<file path="src/rtl/pix_clk_ctrl.sv">
// pix_clk_ctrl: pixel-clock sequencer. It divides clk125 into a registered divided
// clock and a one-cycle pixel clock-enable. Divide ratio and high time can be changed
// at runtime. A change is applied only at a period boundary, so no runt pulse appears.
module pix_clk_ctrl #(
    parameter int unsigned DIV_W    = 4,
    parameter int unsigned DEF_DIV  = 5,
    parameter int unsigned DEF_HIGH = 2
) (
    input  logic             clk125,
    input  logic             rst,
    input  logic             run,
    input  logic             cfg_valid,
    input  logic [DIV_W-1:0] cfg_div,
    input  logic [DIV_W-1:0] cfg_high,
    output logic             cfg_ready,
    output logic             cfg_err,
    output logic             div_clk,
    output logic             pix_ce,
    output logic             locked,
    output logic             busy
);

    localparam logic [0:0] S_IDLE = 1'b0;
    localparam logic [0:0] S_RUN  = 1'b1;

    logic [0:0]       state_q, state_d;
    logic [DIV_W-1:0] cnt_q, cnt_d;
    logic [DIV_W-1:0] div_act_q, div_act_d;
    logic [DIV_W-1:0] high_act_q, high_act_d;
    logic [DIV_W-1:0] div_pnd_q, div_pnd_d;
    logic [DIV_W-1:0] high_pnd_q, high_pnd_d;
    logic             pnd_q, pnd_d;
    logic             locked_q, locked_d;
    logic             err_q, err_d;
    logic             div_clk_q, div_clk_d;
    logic             pix_ce_q, pix_ce_d;

    logic xfer;
    logic legal;
    logic wrap;

    assign cfg_ready = !pnd_q && !rst;
    assign xfer      = cfg_valid && cfg_ready;
    assign legal     = (cfg_div >= DIV_W'(2)) && (cfg_high >= DIV_W'(1)) &&
                       (cfg_high <= (cfg_div - DIV_W'(1)));
    assign wrap      = (cnt_q == (div_act_q - DIV_W'(1)));

    assign cfg_err = err_q;
    assign div_clk = div_clk_q;
    assign pix_ce  = pix_ce_q;
    assign locked  = locked_q;
    assign busy    = (state_q != S_IDLE);

    // Next-state logic: config capture, period counting, apply/stop at the wrap.
    // Outputs are derived from the post-update counter and active config, so a new
    // high time takes effect from the first cycle of the new period.
    always_comb begin
        state_d    = state_q;
        cnt_d      = '0;
        div_act_d  = div_act_q;
        high_act_d = high_act_q;
        div_pnd_d  = div_pnd_q;
        high_pnd_d = high_pnd_q;
        pnd_d      = pnd_q;
        locked_d   = locked_q;
        err_d      = xfer && !legal;

        // A transfer can only happen while nothing is pending, so it never
        // collides with an apply in the same cycle.
        if (xfer && legal) begin
            div_pnd_d  = cfg_div;
            high_pnd_d = cfg_high;
            pnd_d      = 1'b1;
        end

        case (state_q)
            S_IDLE: begin
                locked_d = 1'b0;
                if (pnd_q) begin
                    div_act_d  = div_pnd_q;
                    high_act_d = high_pnd_q;
                    pnd_d      = 1'b0;
                end else if (run) begin
                    state_d = S_RUN;
                end
            end
            S_RUN: begin
                if (wrap) begin
                    cnt_d = '0;
                    if (pnd_q) begin
                        div_act_d  = div_pnd_q;
                        high_act_d = high_pnd_q;
                        pnd_d      = 1'b0;
                        locked_d   = 1'b0;
                    end
                    if (!run) begin
                        state_d  = S_IDLE;
                        locked_d = 1'b0;
                    end else if (!pnd_q) begin
                        locked_d = 1'b1;
                    end
                end else begin
                    cnt_d = cnt_q + DIV_W'(1);
                end
            end
            default: begin
                state_d = S_IDLE;
            end
        endcase

        div_clk_d = (state_d == S_RUN) && (cnt_d < high_act_d);
        pix_ce_d  = (state_d == S_RUN) && (cnt_d == '0);
    end

    // State and output registers with synchronous reset; reset drops any pending config.
    always_ff @(posedge clk125) begin
        if (rst) begin
            state_q    <= S_IDLE;
            cnt_q      <= '0;
            div_act_q  <= DIV_W'(DEF_DIV);
            high_act_q <= DIV_W'(DEF_HIGH);
            div_pnd_q  <= '0;
            high_pnd_q <= '0;
            pnd_q      <= 1'b0;
            locked_q   <= 1'b0;
            err_q      <= 1'b0;
            div_clk_q  <= 1'b0;
            pix_ce_q   <= 1'b0;
        end else begin
            state_q    <= state_d;
            cnt_q      <= cnt_d;
            div_act_q  <= div_act_d;
            high_act_q <= high_act_d;
            div_pnd_q  <= div_pnd_d;
            high_pnd_q <= high_pnd_d;
            pnd_q      <= pnd_d;
            locked_q   <= locked_d;
            err_q      <= err_d;
            div_clk_q  <= div_clk_d;
            pix_ce_q   <= pix_ce_d;
        end
    end

endmodule
</file>
<file path="config.mk">
export PLATFORM = sky130hd
export DESIGN_NAME = pix_clk_ctrl
export DESIGN_NICKNAME = d
export VERILOG_FILES = /design/src/rtl/pix_clk_ctrl.sv
export SDC_FILE = /design/constraint.sdc
export NUM_CORES = 1
export LEC_CHECK = 0
export ABC_CLOCK_PERIOD_IN_PS = 3070
export BUFFER_PORTS_ARGS = -buffer_cell sky130_fd_sc_hd__buf_2
export CELL_PAD_IN_SITES_DETAIL_PLACEMENT = 1
export CELL_PAD_IN_SITES_GLOBAL_PLACEMENT = 2
export CORE_AREA = 2 2 66 68
export DETAILED_ROUTE_END_ITERATION = 6
export DIE_AREA = 0 0 68 70
export GPL_ROUTABILITY_DRIVEN = 0
export PLACE_DENSITY_LB_ADDON = 0.1
export SYNTH_ARGS = -nofsm -noshare
export SYNTH_HDL_FRONTEND = slang
export SYNTH_SLANG_ARGS = --single-unit
export TNS_END_PERCENT = 20
</file>
<file path="constraint.sdc">
create_clock -name clk125 -period 3.07 [get_ports clk125]
set_input_delay 0.1535 -clock clk125 [delete_from_list [all_inputs] [get_ports clk125]]
set_output_delay 0.1535 -clock clk125 [all_outputs]
set_load 0.05 [all_outputs]
</file>
==> results of run 1 <==
-- registers in the layout (all words and copies together), names as in the netlist --
| register | count |
|---|---|
| div_act_q | 4 |
| cfg_err | 1 |
| locked | 1 |
| cnt_q | 4 |
| busy | 1 |
| div_clk | 1 |
| pix_ce | 1 |
| high_act_q | 4 |
| div_pnd_q | 4 |
| high_pnd_q | 4 |
| pnd_q | 1 |
-- worst max-delay path, cell delays in order (launching register included) --
cell and delay (ns):
dfxtp_1 0.38, inv_1 0.08, ha_1 0.30, xor2_1 0.20, nand2_1 0.08, o31ai_1 0.22
buf_4 0.24, mux2i_1 0.29, ha_1 0.18, nand3_1 0.09, a21oi_1 0.13, mux2i_1 0.09
o211a_1 0.23
-- kinds of logic (layout without fill, tap and decap cells) --
| family | after synthesis | count (layout) | share of synthesized area [%] |
|---|---|---|---|
| buffers and inverters | 13 | 30 | 3.91 |
| muxes | 8 | 8 | 5.96 |
| and+or+nand+nor | 49 | 49 | 17.2 |
| adders and majority gates | 11 | 11 | 10.2 |
| xor gates and xnor gates | 10 | 10 | 8.10 |
| AOI/OAI and AO/OA | 35 | 35 | 15.8 |
| DFF | 26 | 26 | 38.7 |
-- through the flow --
step                instance area [um^2]  std cells  util [%]  total power [mW]
floorplan                           1340        152         -             0.479
global placement                    1480        217      35.7             0.519
detailed placement                  1480        217      35.7             0.525
CTS                                 1530        221      37.0             0.747
global route                        1530        221      37.0             0.784
finish                              1530        221      37.0             0.736
-- power groups by stage --
stage / clock network (mW) / registers (mW) / logic, mW
3_3_place_gp: 0 / 0.371 / 0.147
4_1_cts: 0.229 / 0.364 / 0.154
5_1_grt: 0.248 / 0.367 / 0.170
2_1_floorplan: 0 / 0.387 / 0.0923
3_5_place_dp: 0 / 0.372 / 0.153
6_report: 0.221 / 0.364 / 0.151
-- layer usage --
layer	track usage (%)	routed length (um)	up-vias
li1	-	-	565
met1	20.4	1520	548
met2	26.5	1680	21
met3	1.93	68	6
met4	6.44	73	0
met5	0	0	-
-- how the worst min path moves through the flow --
stage / endpoint / slack (ns)
after global placement: cfg_err$_SDFF_PP0_ / 0.43
after detailed placement: high_pnd_q[3]$_SDFFE_PP0P_ / 0.44
final: high_pnd_q[3]$_SDFFE_PP0P_ / 0.15
after floorplan: div_pnd_q[0]$_SDFFE_PP0P_ / 0.30
after CTS: high_pnd_q[3]$_SDFFE_PP0P_ / 0.14
after global routing: high_pnd_q[3]$_SDFFE_PP0P_ / 0.15
-- cell usage in the layout (no fill, tap or decap), types with 2 or more instances in the layout --
cell and count:
a21oi_1 14, a31oi_1 2, and2_1 2, buf_2 17, clkbuf_8 4, dfxtp_1 26, ha_1 11, inv_1 8
mux2i_1 8, nand2_1 7, nand2b_1 2, nand3_1 12, nor2_1 18, nor3_1 3, o21ai_0 9, xnor2_1 5
xor2_1 3
-- layout make-up --
type                    count  area share [%]
clock buffers               4            3.59
inverters                   8            1.96
multi-input cells         113            50.2
flip-flops and latches     26            33.9
well taps                  52            4.24
repair buffers             18            6.04
==> PnR_summary.wiki, run 1 <==
{| class="wikitable"
! Metric !! Value
|-
| Portion of total power attributed to sequential cells || approximately 50%
|-
| Crit path DAT || roughly 2.8 ns
|-
| Result of the run || finished clean
|-
| Area added between synthesis and finish || 14.2%
|-
| Number of port buffers || 17
|-
| Number of nets in the layout || between 150 and 200
|-
| Yosys top cell area share || 38.7%
|-
| DIE WIDTH || ~70 um
|-
| Nets in the synthesized netlist || between 150 and 200
|-
| Slew at the pin closest to its max-slew limit || about 0.73 ns
|-
| Top-level I/O count || 18
|-
| Endpoints failing hold || 0
|-
| Setup CP Type || reg -> reg
|-
| VDD IR max || between 0.1 and 0.15 mV
|-
| Routed length per placed instance || ~15 um
|-
| Setup skew after layout || 0.00882 ns
|-
| Switching power summed over all nets || roughly 0.22 mW
|-
| CTS-repair resized insts || 0
|-
| Cell accounting for the most synthesized area || dfxtp_1
|-
| Latest clock arrival within the worst-skew pair || ~0.27 ns
|-
| Initial DRC count || 38
|-
| Number of global-route vias before repair || 1,182
|-
| Post-synthesis instance area || between 1000 and 1500 um^2
|-
| Clock Power Share || between 30% and 40%
|-
| CP startpoint || div_act_q[0]$_SDFFE_PP1P_
|-
| Category of the worst setup path launch point || register
|-
| Number of enable flip-flop cells after synthesis || 0
|-
| R2r startpoint || div_act_q[0]$_SDFFE_PP1P_
|-
| Max frequency || around 390 MHz
|-
| Grt ovf || 0
|-
| Setup fix buffers added after clock tree synthesis || 0
|-
| Number of antenna violations at the first check in global routing || 0
|-
| Floorplan die area || 4760 um^2
|-
| Post-synthesis average cell area || ~9 um^2
|-
| Post-route setup slack || 0.474 ns
|-
| Most common cell in the netlist || dfxtp_1
|-
| Number of buffers on the longest clock path || 2
|-
| Maximum number of pins on one net before global-route repair || 20
|-
| Most used standard cells in the synthesized netlist || dfxtp_1, nor2_1, a21oi_1
|-
| Cell count after synthesis || around 150
|-
| Area of the core || between 4000 and 5000 um^2
|-
| Critical Path Sink Type || register
|-
| Fin. max-slew vios || 0
|-
| FF/Latch Area || between 500 and 600 um^2
|-
| Total track usage || 16.0%
|-
| First-pass iteration count of the detailed router || 4
|-
| Required time of the critical path || between 3 and 4 ns
|-
| Std-Cell Rows || 24
|-
| Share of post-route cells with drive strength above 1 || between 10% and 20%
|-
| Clock-pin slew reported for the worst setup and hold paths after clock tree synthesis || roughly 0.09 ns
|-
| First-pass GRT wire length || between 5000 and 6000 um
|-
| Primary flip-flop cell chosen by synthesis mapping || dfxtp_1
|-
| Worst reg2reg path depth || 12
|-
| Proportion of register bits with asynchronous set or reset after synthesis || 0%
|-
| # DRC || 0
|-
| Fill cell count || approximately 500
|-
| Combinational power share || 20.6%
|-
| Final total negative setup slack || 0 ns
|-
| FF-to-FF setup slack || between 0.4 and 0.5 ns
|-
| Sequential area share after synthesis || between 30% and 40%
|-
| Hold Crit Start || cfg_high[3]
|-
| Number of distinct library cells after synthesis || 35
|-
| Antenna Nets Post-Route || 0
|-
| Fraction of the cycle the final worst path needs || a little over four fifths
|-
| Number of H-tree levels || 1
|-
| Post-cts hold buffer count || 0
|-
| Die Y || approximately 70 um
|-
| TritonCTS buffer count || 3
|-
| Reg-to-reg critical path endpoint || div_clk$_SDFF_PP0_
|-
| Slew Limit Headroom || about half
|-
| Number of flip-flops and latches in the synthesized netlist || 26
|-
| Largest fanout on the critical path || 10
|-
| Dominant cells by area after synthesis || dfxtp_1, ha_1, mux2i_1
|-
| Count of synthesis-stage warnings from yosys || 0
|-
| Footprint of the multi-input gates || approximately 770 um^2
|-
| Initial core utilization || between 30% and 40%
|-
| CTS sink count || 26
|-
| Count of final setup violators || 0
|-
| Dpl ws || roughly 0.42 ns
|-
| Power density relative to cell area || ~480 nW/um^2
|-
| CTS tree || done
|-
| Final antenna diode count || 0
|-
| Internal power contribution || 0.520 mW
|-
| Buffer type at the clock tree root || clkbuf_8
|-
| DPL Wire Length || roughly 2700 um
|-
| Worst hold-check slack || about 0.15 ns
|-
| Vias per cell || approximately 5.2
|-
| Net switching share of the total power || 29.4%
|-
| Setup repair after global routing missed its margin || no
|-
| Wirelength, routed || around 3300 um
|-
| CP endpoint || div_clk$_SDFF_PP0_
|-
| Maxcap violations || 0
|-
| Count of vias placed by the detailed router || about 1,100
|-
| Hold crit path type || in -> reg
|-
| Minimum clock period || around 2.6 ns
|-
| Hold path depth || 3
|-
| Leakage power summed over all cells || around 0.63 nW
|}
(Power assumes the default switching activity.)
==> run 2: changes to the inputs <==
--- a/config.mk
+++ b/config.mk
@@ -5,13 +5,13 @@
 export SDC_FILE = /design/constraint.sdc
 export NUM_CORES = 1
 export LEC_CHECK = 0
-export ABC_CLOCK_PERIOD_IN_PS = 3070
+export ABC_CLOCK_PERIOD_IN_PS = 2100
 export BUFFER_PORTS_ARGS = -buffer_cell sky130_fd_sc_hd__buf_2
 export CELL_PAD_IN_SITES_DETAIL_PLACEMENT = 1
 export CELL_PAD_IN_SITES_GLOBAL_PLACEMENT = 2
-export CORE_AREA = 2 2 66 68
+export CORE_AREA = 2 2 69 71
 export DETAILED_ROUTE_END_ITERATION = 6
-export DIE_AREA = 0 0 68 70
+export DIE_AREA = 0 0 71 73
 export GPL_ROUTABILITY_DRIVEN = 0
 export PLACE_DENSITY_LB_ADDON = 0.1
 export SYNTH_ARGS = -nofsm -noshare
==> constraint.sdc (replaced) <==
create_clock -name clk125 -period 2.1 [get_ports clk125]
set_input_delay 0.105 -clock clk125 [delete_from_list [all_inputs] [get_ports clk125]]
set_output_delay 0.105 -clock clk125 [all_outputs]
set_load 0.05 [all_outputs]
==> PnR_summary.wiki, run 2 (synthesis results as in run 1) <==
{| class="wikitable"
! Metric !! Value
|-
| Result of the run || complete, but fails checks
|-
| Violations in the final reports || setup timing
|-
| Max frequency || 414 MHz (+7.5%)
|-
| Met1 Usage GRT || 19.4% (-1.1 points)
|-
| Die Y || 73 um (+4.3%)
|-
| Fill cell count || 510 (+1.2%)
|-
| Initial DRC count || 28 (-26%)
|-
| Net switching share of the total power || 27.8% (-1.6 points)
|-
| CTS tree || done
|-
| Worst reg2reg path depth || 12 (unchanged)
|-
| Cell with the largest stage delay on the worst path || dfxtp_2
|-
| Std-Cell Rows || 25 (+4.2%)
|-
| Number of H-tree levels || 1 (unchanged)
|-
| Fin. max-slew vios || 0 (unchanged)
|-
| Count of final setup violators || 1 (+1)
|-
| Maxcap violations || 0 (unchanged)
|-
| Area of the core || 4540 um^2 (+9.5%)
|-
| Footprint of the multi-input gates || 857 um^2 (+11%)
|-
| Number of buffers on the longest clock path || 2 (unchanged)
|-
| Wirelength, routed || 3720 um (+11%)
|-
| Grt ovf || 0 (unchanged)
|-
| Hold crit path type || in -> reg
|-
| Layer with the highest usage after global routing || met2
|-
| Hold path depth || 3 (unchanged)
|-
| Portion of total power attributed to sequential cells || 43.6% (-5.8 points)
|-
| Top-level I/O count || 18 (unchanged)
|-
| Minimum clock period || 2.42 ns (-0.180 ns)
|-
| Final antenna diode count || 0 (unchanged)
|-
| Slew at the pin closest to its max-slew limit || 0.616 ns (-0.110 ns)
|-
| Number of global-route vias before repair || 1,257 (+6.3%)
|-
| Clock Power Share || 34.1% (+4.1 points)
|-
| Setup repair after global routing missed its margin || yes
|-
| Floorplan die area || 5180 um^2 (+8.9%)
|-
| Critical Path Sink Type || register
|-
| Share of post-route cells with drive strength above 1 || 31.6% (+17 points)
|-
| Endpoints failing hold || 0 (unchanged)
|-
| Number of antenna violations at the first check in global routing || 0 (unchanged)
|-
| DPL Wire Length || 2840 um (+5.1%)
|-
| Maximum number of pins on one net before global-route repair || 20 (unchanged)
|-
| Final Instance Area || 1800 um^2 (+17%)
|-
| Setup CP Type || reg -> reg
|-
| Latest clock arrival within the worst-skew pair || 0.27 ns (about the same)
|-
| Required time of the critical path || 2.27 ns (-0.97 ns)
|-
| Area added between synthesis and finish || 33.9%
|-
| Largest stage delay on the critical path || 0.35 ns (-0.03 ns)
|-
| TritonCTS buffer count || 3 (unchanged)
|-
| FF/Latch Area || 523 um^2 (+0.48%)
|-
| Switching power summed over all nets || 0.339 mW (+57%)
|-
| Met3 GRT Util || 2.21% (+0.28 points)
|-
| Number of port buffers || 17 (unchanged)
|-
| Total track usage || 14.9% (-1.0 points)
|-
| Category of the worst setup path launch point || register
|-
| Antenna Nets Post-Route || 0 (unchanged)
|-
| Most common cell after layout, fill and taps aside || dfxtp_1
|-
| Number of nets in the layout || 214 (+11%)
|-
| Buffer type at the clock tree root || clkbuf_8
|-
| Met2 track demand over resource || 26.5% (-0.057 points)
|-
| Post-route setup slack || -0.315 ns (-0.790 ns)
|-
| Crit path DAT || 2.59 ns (-0.18 ns)
|-
| Combinational power share || 22.3% (+1.7 points)
|-
| Routed length per placed instance || 15.3 um (+0.91%)
|-
| Largest fanout on the critical path || 5 (-5)
|-
| Vias per cell || 4.90 (-5.1%)
|-
| First-pass iteration count of the detailed router || 4 (unchanged)
|-
| Internal power contribution || 0.879 mW (+69%)
|-
| Setup skew after layout || 0.00701 ns (-0.00182 ns)
|-
| Sequence of cells on the critical path || inv_2 -> ha_4 -> xor2_2 -> nand2_1 -> o31ai_2 -> buf_4 -> mux2i_2 -> ha_1 -> nand3_2 -> a21oi_2 -> mux2i_1 -> o211a_1
|-
| Worst hold-check slack || 0.100 ns (-0.0467 ns)
|-
| Count of vias placed by the detailed router || 1,195 (+4.8%)
|-
| First-pass GRT wire length || 6090 um (+5.9%)
|-
| Power density relative to cell area || 677 nW/um^2 (+41%)
|-
| Top library cells by usage in the layout, fill and taps aside || dfxtp_1, buf_4, nor2_1
|-
| VDD IR max || 0.332 mV (+170%)
|-
| Clock-pin slew reported for the worst setup and hold paths after clock tree synthesis || 0.10 ns (about the same)
|-
| Slew Limit Headroom || 58.8% (+7.2 points)
|-
| CTS sink count || 26 (unchanged)
|-
| Leakage power summed over all cells || 0.752 nW (+19%)
|-
| DIE WIDTH || 71 um (+4.4%)
|-
| Post-cts hold buffer count || 0 (unchanged)
|-
| Placement-stage cell area || 1590 um^2 (+7.8%)
|-
| Fraction of the cycle the final worst path needs || 115% (+30 points)
|-
| Initial core utilization || 29.6% (-2.8 points)
|-
| # DRC || 0 (unchanged)
|}
==> run 2: cell count changes in the layout (fill, tap and decap cells not counted), moves of 2 or more <==
| cell | before | now |
|---|---|---|
| inv_2 | 0 | 2 |
| dfxtp_2 | 0 | 2 |
| buf_4 | 1 | 22 |
| ha_4 | 0 | 2 |
| a21oi_2 | 0 | 2 |
| a21oi_1 | 14 | 12 |
| mux2i_1 | 8 | 5 |
| ha_1 | 11 | 9 |
| dfxtp_1 | 26 | 24 |
| inv_1 | 8 | 6 |
| mux2i_4 | 0 | 2 |
==> run 2: routing by layer <==
| metal | vias up | share of wire, % | routed length [um] |
|---|---|---|---|
| met5 | - | 0 | 0 |
| met4 | 0 | 0.40 | 15 |
| li1 | 607 | - | - |
| met2 | 13 | 50 | 1860 |
| met3 | 2 | 1.8 | 68 |
| met1 | 573 | 48 | 1780 |
==> run 2: layout make-up <==
cell class | count | area share (%)
clock buffer | 3 | 2.29
tap | 54 | 3.76
clock inverter | 1 | 1.67
timing repair buffer | 39 | 13.9
inverter | 8 | 1.67
multi-input combinational | 113 | 47.6
sequential | 26 | 29.1
==> run 2: path summary, 6_finish.rpt <==
| check | startpoint | endpoint | slack [ns] |
|---|---|---|---|
| max | div_act_q[0]$_SDFFE_PP1P_ | div_clk$_SDFF_PP0_ | -0.32 |
| min | cfg_valid | cfg_err$_SDFF_PP0_ | 0.10 |
| max reg2reg | div_act_q[0]$_SDFFE_PP1P_ | div_clk$_SDFF_PP0_ | -0.32 |
| min reg2reg | div_pnd_q[2]$_SDFFE_PP0P_ | div_act_q[2]$_SDFFE_PP1P_ | 0.49 |
==> run 2: power by group through the flow <==
| stage | registers [mW] | logic [mW] | clock network (mW) |
|---|---|---|---|
| 3_3_place_gp | 0.541 | 0.237 | 0 |
| 2_1_floorplan | 0.566 | 0.135 | 0 |
| 4_1_cts | 0.531 | 0.257 | 0.430 |
| 6_report | 0.531 | 0.271 | 0.415 |
| 3_5_place_dp | 0.541 | 0.244 | 0 |
| 5_1_grt | 0.534 | 0.297 | 0.447 |
==> run 2: through the flow <==
step | TNS (ns) | power (mW) | setup slack, ns | utilization (%) | cells
floorplan | -0.106 | 0.701 | -0.106 | - | 152
global placement | -1.21 | 0.777 | -0.328 | 35.1 | 232
detailed placement | -1.64 | 0.786 | -0.448 | 35.1 | 232
CTS | -0.364 | 1.22 | -0.364 | 37.9 | 239
global route | -0.449 | 1.28 | -0.446 | 39.7 | 244
finish | -0.315 | 1.22 | -0.315 | 39.7 | 244
==> run 2: critical path, delay by kind of cell, from the launching register on <==
kind            cells  cell delay (ns)
fa+ha+maj           2             0.48
flops               1             0.35
buf+inv             2             0.27
simple gates        2             0.20
compound gates      3             0.56
mux                 2             0.33
xor+xnor            1             0.14
==> run 2: timing repair <==
item | 4_1_cts | 5_1_grt
gates resized for setup | 7 | 6
buffers inserted | 3 | 5
endpoints found under the setup margin | 1 | 10
pin swaps | 4 | 4
==> run 3: changes to the inputs <==
--- a/config.mk
+++ b/config.mk
@@ -14,6 +14,7 @@
 export DIE_AREA = 0 0 71 73
 export GPL_ROUTABILITY_DRIVEN = 0
 export PLACE_DENSITY_LB_ADDON = 0.1
+export RECOVER_POWER = 25
 export SYNTH_ARGS = -nofsm -noshare
 export SYNTH_HDL_FRONTEND = slang
 export SYNTH_SLANG_ARGS = --single-unit
==> PnR_summary.wiki, run 3 (synthesis results as in run 1) <==
{| class="wikitable"
! Metric !! Value
|-
| Number of global-route vias before repair || 1,257 (unchanged)
|-
| Power density relative to cell area || 678 nW/um^2 (+0.23%)
|-
| Hold crit path type || in -> reg
|-
| Post-route setup slack || -0.315 ns (+0.000115 ns)
|-
| First-pass iteration count of the detailed router || 4 (unchanged)
|-
| Category of the worst setup path launch point || register
|-
| Number of nets in the layout || 214 (unchanged)
|-
| Number of antenna violations at the first check in global routing || 0 (unchanged)
|-
| Worst reg2reg path depth || 12 (unchanged)
|-
| Initial core utilization || 29.6% (unchanged)
|-
| CTS tree || done
|-
| Endpoints failing hold || 0 (unchanged)
|-
| Buffer type at the clock tree root || clkbuf_8
|-
| Fin. max-slew vios || 0 (unchanged)
|-
| Minimum clock period || 2.42 ns (-0.000115 ns)
|-
| Area added between synthesis and finish || 33.3%
|-
| Violations in the final reports || setup timing
|-
| Final instance count without filler cells || 244 (unchanged)
|-
| Wirelength, routed || 3730 um (+0.13%)
|-
| Maxcap violations || 0 (unchanged)
|-
| Vias per cell || 4.89 (-0.17%)
|-
| Number of buffers on the longest clock path || 2 (unchanged)
|-
| Cell with the largest stage delay on the worst path || dfxtp_2
|-
| Post-cts hold buffer count || 0 (unchanged)
|-
| R2r startpoint || div_act_q[0]$_SDFFE_PP1P_
|-
| Result of the run || complete, but fails checks
|-
| Std-Cell Rows || 25 (unchanged)
|-
| Top-level I/O count || 18 (unchanged)
|-
| Antenna Nets Post-Route || 0 (unchanged)
|-
| Setup repair after global routing missed its margin || yes
|-
| Setup CP Type || reg -> reg
|-
| FF-to-FF setup slack || -0.32 ns (about the same)
|-
| Most common cell after layout, fill and taps aside || dfxtp_1
|-
| Slew Limit Headroom || 58.8% (unchanged)
|-
| Largest stage delay on the critical path || 0.35 ns (about the same)
|-
| Fraction of the cycle the final worst path needs || 115% (about the same)
|-
| Routed length per placed instance || 15.3 um (+0.13%)
|-
| Largest fanout on the critical path || 5 (unchanged)
|-
| DIE WIDTH || 71 um (unchanged)
|-
| Setup skew after layout || 0.00705 ns (+0.0000405 ns)
|-
| Max frequency || 414 MHz (about the same)
|-
| Area of the core || 4540 um^2 (unchanged)
|-
| First-pass GRT wire length || 6090 um (unchanged)
|-
| Count of final setup violators || 1 (unchanged)
|-
| Clock-pin slew reported for the worst setup and hold paths after clock tree synthesis || 0.10 ns (about the same)
|-
| Number of port buffers || 17 (unchanged)
|-
| Fill cell count || 508 (-0.39%)
|-
| CTS sink count || 26 (unchanged)
|-
| Latest clock arrival within the worst-skew pair || 0.27 ns (about the same)
|-
| Crit path DAT || 2.59 ns (about the same)
|-
| # DRC || 0 (unchanged)
|-
| Grt ovf || 0 (unchanged)
|-
| CP endpoint || div_clk$_SDFF_PP0_
|-
| Critical Path Sink Type || register
|-
| Share of post-route cells with drive strength above 1 || 28.4% (-3.2 points)
|-
| Floorplan die area || 5180 um^2 (unchanged)
|-
| Worst hold-check slack || 0.100 ns (-0.0000210 ns)
|-
| Required time of the critical path || 2.27 ns (about the same)
|-
| Maximum number of pins on one net before global-route repair || 20 (unchanged)
|-
| Slew at the pin closest to its max-slew limit || 0.616 ns (unchanged)
|-
| CP startpoint || div_act_q[0]$_SDFFE_PP1P_
|-
| Total track usage || 14.9% (unchanged)
|-
| DPL Wire Length || 2840 um (unchanged)
|-
| Die Y || 73 um (unchanged)
|-
| Reg-to-reg critical path endpoint || div_clk$_SDFF_PP0_
|-
| Sequence of cells on the critical path || inv_2 -> ha_4 -> xor2_2 -> nand2_1 -> o31ai_2 -> buf_4 -> mux2i_2 -> ha_1 -> nand3_2 -> a21oi_2 -> mux2i_1 -> o211a_1
|-
| Count of vias placed by the detailed router || 1,193 (-0.17%)
|-
| Inst Count DP || 232 (unchanged)
|-
| VDD IR max || 0.330 mV (-0.62%)
|-
| Final antenna diode count || 0 (unchanged)
|-
| Top library cells by usage in the layout, fill and taps aside || dfxtp_1, buf_4, nor2_1
|-
| Leakage power summed over all cells || 0.730 nW (-2.9%)
|-
| Initial DRC count || 28 (unchanged)
|-
| Number of H-tree levels || 1 (unchanged)
|-
| TritonCTS buffer count || 3 (unchanged)
|}
## run 3: cell count changes in the layout (fill, tap and decap cells not counted)
cell      delta
buf_2        -6
clkbuf_1     +6
## run 3: how the worst min path moves through the flow
stage           startpoint                    endpoint  slack (ns)  depth (start not counted)
6_report         cfg_valid          cfg_err$_SDFF_PP0_        0.10                          3
5_1_grt        cfg_high[2]  high_pnd_q[2]$_SDFFE_PP0P_        0.11                          3
3_3_place_gp     cfg_valid          cfg_err$_SDFF_PP0_        0.38                          3
3_5_place_dp     cfg_valid          cfg_err$_SDFF_PP0_        0.39                          3
2_1_floorplan   cfg_div[0]   div_pnd_q[0]$_SDFFE_PP0P_        0.25                          2
4_1_cts          cfg_valid          cfg_err$_SDFF_PP0_        0.09                          3
## run 3: per-layer routing
| layer | global-route usage (%) | routed length (um) | share of wire, % | vias to the layer above |
|---|---|---|---|---|
| met3 | 2.21 | 69 | 1.9 | 2 |
| met1 | 19.4 | 1790 | 48 | 571 |
| met5 | 0 | 0 | 0 | - |
| li1 | - | - | - | 607 |
| met2 | 26.5 | 1860 | 50 | 13 |
| met4 | 3.14 | 15 | 0.40 | 0 |
## run 3: timing repair
| action | CTS | global route |
|---|---|---|
| pin swaps | 4 | 4 |
| setup endpoints to repair | 1 | 10 |
| resized for setup | 7 | 6 |
| setup buffers | 3 | 5 |
## run 3: area by class of cell
class | instances | area [um^2] | share of cell area, %
Inverter | 8 | 30.0 | 1.68
Sequential cell | 26 | 523 | 29.2
Tap cell | 54 | 67.6 | 3.77
Multi-Input combinational cell | 113 | 857 | 47.8
Clock buffer | 3 | 41.3 | 2.30
Clock inverter | 1 | 30.0 | 1.68
Timing Repair Buffer | 39 | 243 | 13.5
## run 3: where the power goes
part	leakage, nW	switching, mW	internal (mW)
Sequential	0.212	0.0156	0.516
Clock	0.0357	0.160	0.255
Combinational	0.483	0.163	0.105
Total	0.730	0.339	0.876
## run 3: worst max-delay path: cells and delay by family, from the launching register on
family / cells / cell delay (ns)
AO/OA/AOI/OAI: 3 / 0.56
multiplexers: 2 / 0.33
buffers and inverters: 2 / 0.27
flip-flops: 1 / 0.35
AND/OR/NAND/NOR: 2 / 0.20
XOR/XNOR: 1 / 0.14
adder cells (fa/ha/maj): 2 / 0.48
## run 3: through the flow
stage / power [mW] / TNS (ns) / area [um^2] / utilization (%) / worst slack [ns]
detailed placement: 0.786 / -1.64 / 1590 / 35.1 / -0.448
finish: 1.22 / -0.315 / 1790 / 39.5 / -0.315
floorplan: 0.701 / -0.106 / 1360 / - / -0.106
CTS: 1.22 / -0.364 / 1720 / 37.9 / -0.364
global placement: 0.777 / -1.21 / 1590 / 35.1 / -0.328
global route: 1.28 / -0.449 / 1790 / 39.5 / -0.446
